$ cat config.mk
export PLATFORM = sky130hd
export DESIGN_NAME = npc_sequencer
export DESIGN_NICKNAME = d
export VERILOG_FILES = /design/src/rtl/mips_fetch_pkg.sv /design/src/rtl/npc_target_calc.sv /design/src/rtl/npc_sequencer.sv
export SDC_FILE = /design/constraint.sdc
export NUM_CORES = 1
export LEC_CHECK = 0
export BUFFER_PORTS_ARGS = -buffer_cell sky130_fd_sc_hd__buf_2
export CORE_UTILIZATION = 44
export CTS_BUF_LIST = sky130_fd_sc_hd__clkbuf_16
export DETAILED_ROUTE_END_ITERATION = 6
export PLACE_DENSITY_LB_ADDON = 0.05
export SLEW_MARGIN = 20
export SYNTH_ARGS = -nofsm -noshare
export SYNTH_HDL_FRONTEND = slang
export SYNTH_SLANG_ARGS = --single-unit
export TNS_END_PERCENT = 20
$ cat constraint.sdc
create_clock -name clk -period 3.5 [get_ports clk]
set_input_delay 0.7 -clock clk [delete_from_list [all_inputs] [get_ports clk]]
set_output_delay 0.7 -clock clk [all_outputs]
set_load 0.05 [all_outputs]
$ cat src/rtl/mips_fetch_pkg.sv
// -----------------------------------------------------------------------------
// mips_fetch_pkg
//   Shared definitions for the fetch-path NPC sequencer:
//     - RESET_PC / EXC_VEC : architectural fetch addresses
//     - seq_state_e        : sequencer FSM states (SEQ, SLOT)
//     - redir_kind_e       : which redirect, if any, wins this cycle
//     - branch_offset()    : word offset -> signed byte offset
// -----------------------------------------------------------------------------
package mips_fetch_pkg;

  localparam logic [31:0] RESET_PC = 32'h0000_3000;
  localparam logic [31:0] EXC_VEC  = 32'h0000_4180;

  typedef enum logic {
    SEQ  = 1'b0,  // no pending redirect
    SLOT = 1'b1   // target captured; current PC is the delay slot
  } seq_state_e;

  typedef enum logic [1:0] {
    NONE = 2'd0,
    BR   = 2'd1,
    J    = 2'd2,
    JR   = 2'd3
  } redir_kind_e;

  // Sign-extend a 16-bit word offset and scale it to bytes.
  function automatic logic [31:0] branch_offset(input logic [15:0] imm);
    return {{14{imm[15]}}, imm, 2'b00};
  endfunction

endpackage : mips_fetch_pkg

$ cat src/rtl/npc_target_calc.sv
// -----------------------------------------------------------------------------
// npc_target_calc
//   Purely combinational redirect-target generator. All arithmetic is based on
//   P4 = PC + 4 and wraps modulo 2^32.
//
//   Ports:
//     PC         in  32  current fetch PC
//     br_imm     in  16  signed branch offset in words
//     jmp_idx    in  26  j/jal instr_index
//     jr_addr    in  32  jr/jalr register target
//     kind       in   2  selected redirect (redir_kind_e)
//     target     out 32  redirect target (P4 when kind == NONE)
//     misaligned out  1  register jump to a non-word-aligned address
// -----------------------------------------------------------------------------
module npc_target_calc
  import mips_fetch_pkg::*;
#(
  parameter logic [31:0] EXC_VEC_P = EXC_VEC
) (
  input  logic [31:0] PC,
  input  logic [15:0] br_imm,
  input  logic [25:0] jmp_idx,
  input  logic [31:0] jr_addr,
  input  redir_kind_e kind,
  output logic [31:0] target,
  output logic        misaligned
);

  logic [31:0] p4;

  assign p4 = PC + 32'd4;

  // A misaligned register target is diverted to the exception vector so the
  // fetch stream never leaves word alignment.
  assign misaligned = (kind == JR) && (jr_addr[1:0] != 2'b00);

  always_comb begin
    // NOTE: every output of a combinational block gets a default first, so no
    // path through the case leaves it unassigned and infers a latch.
    target = p4;
    unique case (kind)
      BR:      target = p4 + branch_offset(br_imm);
      J:       target = {p4[31:28], jmp_idx, 2'b00};
      JR:      target = misaligned ? EXC_VEC_P : jr_addr;
      default: target = p4;
    endcase
  end

endmodule : npc_target_calc

$ cat src/rtl/npc_sequencer.sv
// -----------------------------------------------------------------------------
// npc_sequencer
//   Generates NPC for the PC register and closes the fetch loop with MIPS
//   delayed-branch semantics: a taken redirect is captured, the delay-slot
//   instruction issues at PC+4, then NPC switches to the captured target.
//   With DELAY_SLOT = 0 the redirect is applied in the same cycle instead.
//
//   Ports:
//     clk       in   1  system clock, rising edge
//     reset     in   1  asynchronous active-low reset
//     PC        in  32  current PC from the PC register
//     stall     in   1  hold fetch: NPC = PC, no state change
//     br_taken  in   1  conditional branch resolved taken
//     br_imm    in  16  branch offset in words, signed
//     jmp       in   1  j/jal this cycle
//     jmp_idx   in  26  jump instr_index
//     jr        in   1  jr/jalr this cycle
//     jr_addr   in  32  register target
//     NPC       out 32  next PC
//     in_slot   out  1  current instruction is a delay slot
//     addr_err  out  1  sticky misaligned register-jump flag
//     slot_err  out  1  sticky redirect-inside-delay-slot flag
// -----------------------------------------------------------------------------
module npc_sequencer
  import mips_fetch_pkg::*;
#(
  parameter logic [31:0] EXC_VEC_P  = EXC_VEC,
  parameter bit          DELAY_SLOT = 1'b1
) (
  input  logic        clk,
  input  logic        reset,
  input  logic [31:0] PC,
  input  logic        stall,
  input  logic        br_taken,
  input  logic [15:0] br_imm,
  input  logic        jmp,
  input  logic [25:0] jmp_idx,
  input  logic        jr,
  input  logic [31:0] jr_addr,
  output logic [31:0] NPC,
  output logic        in_slot,
  output logic        addr_err,
  output logic        slot_err
);

  seq_state_e  state_q, state_d;
  logic [31:0] tgt_q, tgt_d;
  logic        addr_err_q, addr_err_d;
  logic        slot_err_q, slot_err_d;

  redir_kind_e kind;
  logic [31:0] target;
  logic        misaligned;
  logic [31:0] p4;

  assign p4 = PC + 32'd4;

  // Redirect priority: jr > jmp > br_taken.
  always_comb begin
    kind = NONE;
    if (jr)            kind = JR;
    else if (jmp)      kind = J;
    else if (br_taken) kind = BR;
  end

  npc_target_calc #(
    .EXC_VEC_P (EXC_VEC_P)
  ) u_target_calc (
    .PC         (PC),
    .br_imm     (br_imm),
    .jmp_idx    (jmp_idx),
    .jr_addr    (jr_addr),
    .kind       (kind),
    .target     (target),
    .misaligned (misaligned)
  );

  // Next-state and output logic.
  always_comb begin
    state_d    = state_q;
    tgt_d      = tgt_q;
    addr_err_d = addr_err_q;
    slot_err_d = slot_err_q;
    NPC        = p4;

    if (stall) begin
      // Refetch the same PC; every register holds, including SLOT.
      NPC = PC;
    end else begin
      unique case (state_q)
        SEQ: begin
          NPC = p4;
          if (kind != NONE) begin
            if (misaligned) addr_err_d = 1'b1;
            if (DELAY_SLOT) begin
              tgt_d   = target;
              state_d = SLOT;
            end else begin
              NPC = target;
            end
          end
        end
        SLOT: begin
          // The delay slot cannot itself redirect: the captured target wins
          // and the attempt is recorded.
          NPC     = tgt_q;
          state_d = SEQ;
          if (kind != NONE) slot_err_d = 1'b1;
        end
        default: begin
          state_d = SEQ;
        end
      endcase
    end
  end

  // NOTE: sequential state uses non-blocking assignments so every register
  // samples the pre-edge values, independent of statement order.
  always_ff @(posedge clk or negedge reset) begin
    if (!reset) begin
      state_q    <= SEQ;
      tgt_q      <= '0;
      addr_err_q <= 1'b0;
      slot_err_q <= 1'b0;
    end else begin
      state_q    <= state_d;
      tgt_q      <= tgt_d;
      addr_err_q <= addr_err_d;
      slot_err_q <= slot_err_d;
    end
  end

  assign in_slot  = (state_q == SLOT);
  assign addr_err = addr_err_q;
  assign slot_err = slot_err_q;

endmodule : npc_sequencer

# Word-level counts from Yosys, hierarchy flattened
# Cells that the tools add are included.
[word_totals] output_inout_bits=35 wordCells=26 inputBits=112 reg_bits=35
[classes] bitwise_logic=2 mux=9 addsub=2 n_eq_ne=3 n_reduce_logical=6
[ops] operator="32-bit case mux with 3 select lines" n=1
[ops] operator="32-bit two-way mux" n=2
[ops] operator="32-bit case mux with 2 select lines" n=1
[ops] operator="32-bit by 3-bit adder with 32-bit output, second input constant" n=1
[ops] operator="32-bit adder" n=1
[ops] operator="3-bit AND reduction" n=2
[ops] operator="2-bit == test, second input constant" n=2
[ops] operator="2-bit two-way mux" n=2
[ops] operator="4-bit AND reduction" n=1
[ops] operator="2-bit nonzero test" n=2
[ops] operator="2-bit by 1-bit == test with 1-bit output, second input constant" n=1
[ops] operator="1-bit two-way mux" n=2
[ops] operator="1-bit inverter" n=2
[ops] operator="1-bit case mux with 2 select lines" n=1
[ops] operator="1-bit logical AND" n=1

# Depth between registers and ports, before layout
[logic_depth] depth_word=7 mapped_depth=20 depth_no_buf=18

# By module
# Synthesis repeated with hierarchy kept, for this count alone.
[unflattened] cells_unflattened=753 hier_area_um2=5569.1
[modules_own_cells] module="npc_target_calc" area_per_inst_um2=3009.1 instances=1 seq_area_each_um2=0.0 cells_each=460
[modules_own_cells] module="npc_sequencer" area_per_inst_um2=2560.0 instances=1 seq_area_each_um2=875.8 cells_each=293

# Worst setup path after synthesis
# No wires, ideal clock.
[synth_timing] path_kind="input to output" start="input port PC[17]" end="output port NPC[31]" t_required_ns=2.800 path_stages=8 slack_ns=-0.804 n_path_buf=1 arrival_time_ns=3.604 cell_sequence="buf_2 -> nand4_1 -> or4_4 -> or3_4 -> or3_4 -> nor3_1 -> a21oi_1 -> o21ai_0"
[synth_between] elab_chain_len=3
[synth_rtl] element="from (decl)" line_no="npc_sequencer.sv:32" source="input logic [31:0] PC,"
[synth_rtl] element="32-bit by 3-bit adder with 32-bit output" line_no="npc_sequencer.sv:56" source="assign p4 = PC + 32'd4;"
[synth_rtl] element="32-bit case mux with 2 select lines" line_no="npc_sequencer.sv:90" source="unique case (state_q)"
[synth_rtl] element="32-bit two-way mux" line_no="npc_sequencer.sv:86" source="if (stall) begin"
[synth_rtl] element="to (decl)" line_no="npc_sequencer.sv:40" source="output logic [31:0] NPC,"
# Every way passes these cells.

# Worst setup path in the final report
[layout_timing] start="input port PC[2]" end="register tgt_q[25]"
[layout_between] elab_chain_len=3
[layout_rtl] element="32-bit by 3-bit adder with 32-bit output *" line_no="npc_target_calc.sv:31" source="assign p4 = PC + 32'd4;"
[layout_rtl] element="32-bit adder" line_no="npc_target_calc.sv:42" source="BR: target = p4 + branch_offset(br_imm);"
[layout_rtl] element="32-bit case mux with 3 select lines *" line_no="npc_target_calc.sv:41" source="unique case (kind)"
[layout_rtl] element="to (signal assigned)" line_no="npc_sequencer.sv:127" source="tgt_q <= tgt_d;"
[layout_rtl] element="to (decl)" line_no="npc_sequencer.sv:47" source="logic [31:0] tgt_q, tgt_d;"
# Every way passes the cells marked *; elsewhere a longest branch is shown, timed or not.
# A chain may end at the register's enable or synchronous reset.

==> flow_metrics.tcl <==
set metrics [dict create \
    outcome "complete, but fails checks" \
    violations "negative setup slack" \
    worstMarginPinSlew_ns 0.987 \
    drtIter0Drc 326 \
    seq_area_frac_synth 0.194 \
    path_buf_inv 2 \
    hold_viol 0 \
    hold_start "addr_err" \
    detail_route.first_pass.iterations 7 \
    fin_skew_ns 0.0112 \
    synth_cell_types 60 \
    gp_congestion 0.951 \
    final_core_util 0.742 \
    crit_path_start_kind "input pin" \
    design_area_um2 7320 \
    h-tree-depth 2 \
    grt_use_total 0.323 \
    wire_per_inst_um 17.9 \
    route.detailed.drc 0 \
    nets 1029 \
    clkTransAtPathRegs_ns 0.06 \
    power_density_nw_per_um2 310 \
    critPathArrivalTime_ns 3.90 \
    final_antenna_net_count 0 \
    cts-root-buf "clkbuf_16" \
    cpPeakStageDelay_ns 0.28 \
    synthFlopType "dfrtp_1" \
    startpoint "PC[2]" \
    die-area_um2 10700 \
    ys_ff_latch 35 \
    crit_type "input pin to flop" \
    insertion_delay_ns 0.29 \
    cp.required_ns 3.67 \
    path_cells "buf_8, ha_4, and3_4, and3_4, nand2_4, nor2_4, buf_4, nand3_2, xnor2_2, ha_4, a21o_1, a21o_1, a21oi_2, o22ai_2, o211ai_1, nand2_1, xor2_1, a222oi_1, o21ai_1" \
    final_cells 1016 \
    grt_pass1_wl_um 26400 \
    hold_buffers 0 \
    critPathCaptureType "flop" \
    initial_core_util 0.458 \
    die_h_um 103 \
    slew_headroom 0.342 \
    synth_nets 757 \
    core_area_um2 9860 \
    grt_start_max_net_pins 46 \
    port_buffers 146 \
    setup_ws_ns -0.233 \
    ios 147 \
    slowest_stage "ha_4" \
    dp.cells 989 \
    crit_family "compound AO/OA/AOI/OAI gates" \
    grt-ovfl-total 0 \
    yosys_warnings 0 \
    timing.fmax_mhz 268 \
    dpl_cell_area_um2 6470 \
    clockBufferDepth 2 \
    setup_violations 15 \
    via_per_inst 5.82 \
    syn_area_um2 4520 \
    ir_drop_mv 0.196 \
    maxCapViolations 0 \
    antenna_found_initial 0 \
    fp.dieW_um 103 \
    syn_inst 610 \
    totalWireLength_um 18200 \
    synth_edf_count 0 \
    grt_pass1_vias 5464 \
    rsz0062_at_grt "true" \
    clock-sinks 35 \
    drv_slew 0 \
    num_antenna_cells 0 \
    finalCritPeriodShare 1.07 \
    period_minus_slack_ns 3.73 \
    ys_async_sr_fraction 1.00 \
    syn2layout_area_growth_pct 62.0 \
    cp_max_fo 4 \
    vias 5912 \
    synth_area_per_cell_um2 7.40 \
    drive_gt1_frac 0.454 \
    hold_path.class "flop to flop" \
    dpl.hpwl_um 12900 \
    p_leak_nw 3.43 \
    cts_tree "done" \
    worstReg2RegStart "in_slot" \
    rows 36 \
    cts_buffers 5 \
]
flip-flops by register name (all words and copies together), names as in the netlist:
name,cells
in_slot,1
addr_err,1
slot_err,1
tgt_q,32
per-layer routing:
| metal | vias up | wire [um] | track usage | part of all wire |
|---|---|---|---|---|
| met5 | - | 0 | 0 | 0 |
| met4 | 0 | 569 | 0.103 | 0.031 |
| met3 | 46 | 1340 | 0.0343 | 0.074 |
| met2 | 285 | 8810 | 0.567 | 0.48 |
| met1 | 2778 | 7450 | 0.416 | 0.41 |
| li1 | 2803 | - | - | - |
worst min-delay path, delay by kind of cell (launching register included):
kind	cells	cell delay (ns)
AOI/OAI and AO/OA	1	0.05
DFF	1	0.35
buffers and inverters	1	0.04
area by class of cell:
class                      count  area (um2)
sequential                    35         877
multi-input combinational    524        4060
fill                         781        2550
tap                          133         166
clock buffer                   5         125
timing repair buffer         304        2030
inverter                      12        45.0
clock inverter                 3        12.5
synthesized netlist by cell type (4+ instances only):
library cell	instances	area, um2
a211oi_1	5	37.5
a21o_1	18	135
a21oi_1	31	155
a221oi_1	8	70.1
a222oi_1	20	200
a22oi_1	8	60.1
a31oi_1	6	37.5
and3_1	5	31.3
clkbuf_1	34	128
dfrtp_1	35	876
ha_1	34	425
inv_1	12	45.0
mux2i_1	14	140
nand2_1	74	278
nand2b_1	4	25.0
nand3_1	24	120
nand4_1	8	50.1
nor2_1	56	210
nor2b_1	9	56.3
nor3_1	14	70.1
o21ai_0	77	385
o21bai_1	6	45.0
xnor2_1	28	245
xor2_1	24	210
path summary, 6_finish.rpt:
| check | endpoint | slack [ns] | cells after the start |
|---|---|---|---|
| max | tgt_q[25] | -0.23 | 19 |
| min | addr_err | 0.48 | 2 |
| max reg2reg | tgt_q[28] | 1.33 | 5 |
| min reg2reg | addr_err | 0.48 | 2 |
| max in group asynchronous | in_slot | 2.27 | 1 |
| min in group asynchronous | tgt_q[13] | 0.56 | 1 |
cell families (layout without fill, tap and decap cells):
group	after synthesis	after routing	synth area share
compound gates	207	207	0.301
xor+xnor	53	53	0.107
fa+ha+maj	35	35	0.0986
flops	35	35	0.194
buf+inv	51	324	0.0429
mux	16	16	0.0360
simple gates	213	213	0.221
power by group:
group          switching (W)  internal, W  total (W)  leakage [nW]
sequential         0.0000794     0.000484   0.000564         0.431
combinational       0.000711     0.000536    0.00125          2.93
clock               0.000198     0.000258   0.000456        0.0724
placed cells by master (no fill, tap or decap), types with 4 or more instances in the layout:
master	synthesis	routed
nor3_1	14	6
xor2_1	24	20
xnor2_2	0	6
xnor2_4	1	4
nand2b_1	4	4
o21ai_1	2	17
a21o_1	18	18
nand3_2	1	4
xnor2_1	28	19
a22oi_1	8	8
a21oi_2	0	5
clkbuf_16	0	5
dfrtp_1	35	34
o21bai_1	6	6
mux2i_1	14	13
nor2b_1	9	8
nand3_1	24	16
buf_4	0	155
ha_4	0	7
o21ai_0	77	56
inv_1	12	13
buf_2	2	133
nor2_4	0	5
a222oi_1	20	20
o21ai_2	0	6
nand4_1	8	8
a221oi_1	8	8
ha_1	34	26
nor2_1	56	48
buf_6	0	13
nand2_1	74	72
a21oi_1	31	26
nor3_2	0	6
nand3_4	0	5
through the flow:
step	setup TNS (ns)	power, W	hold WS [ns]	worst slack (ns)
after global placement	-7.74	0.00165	0.449	-0.535
after floorplan	-2.10	0.00125	0.404	-0.206
after detailed placement	-9.31	0.00167	0.459	-0.625
after CTS	-0.490	0.00218	0.476	-0.120
after global routing	-4.04	0.00238	0.502	-0.332
final	-1.66	0.00227	0.479	-0.233
what timing repair did:
item	in CTS	in global routing
pin swaps	35	54
buffers inserted	10	10
resized for setup	58	64
setup endpoints to repair	22	28
No activity file was read; power rests on OpenSTA's default activity.
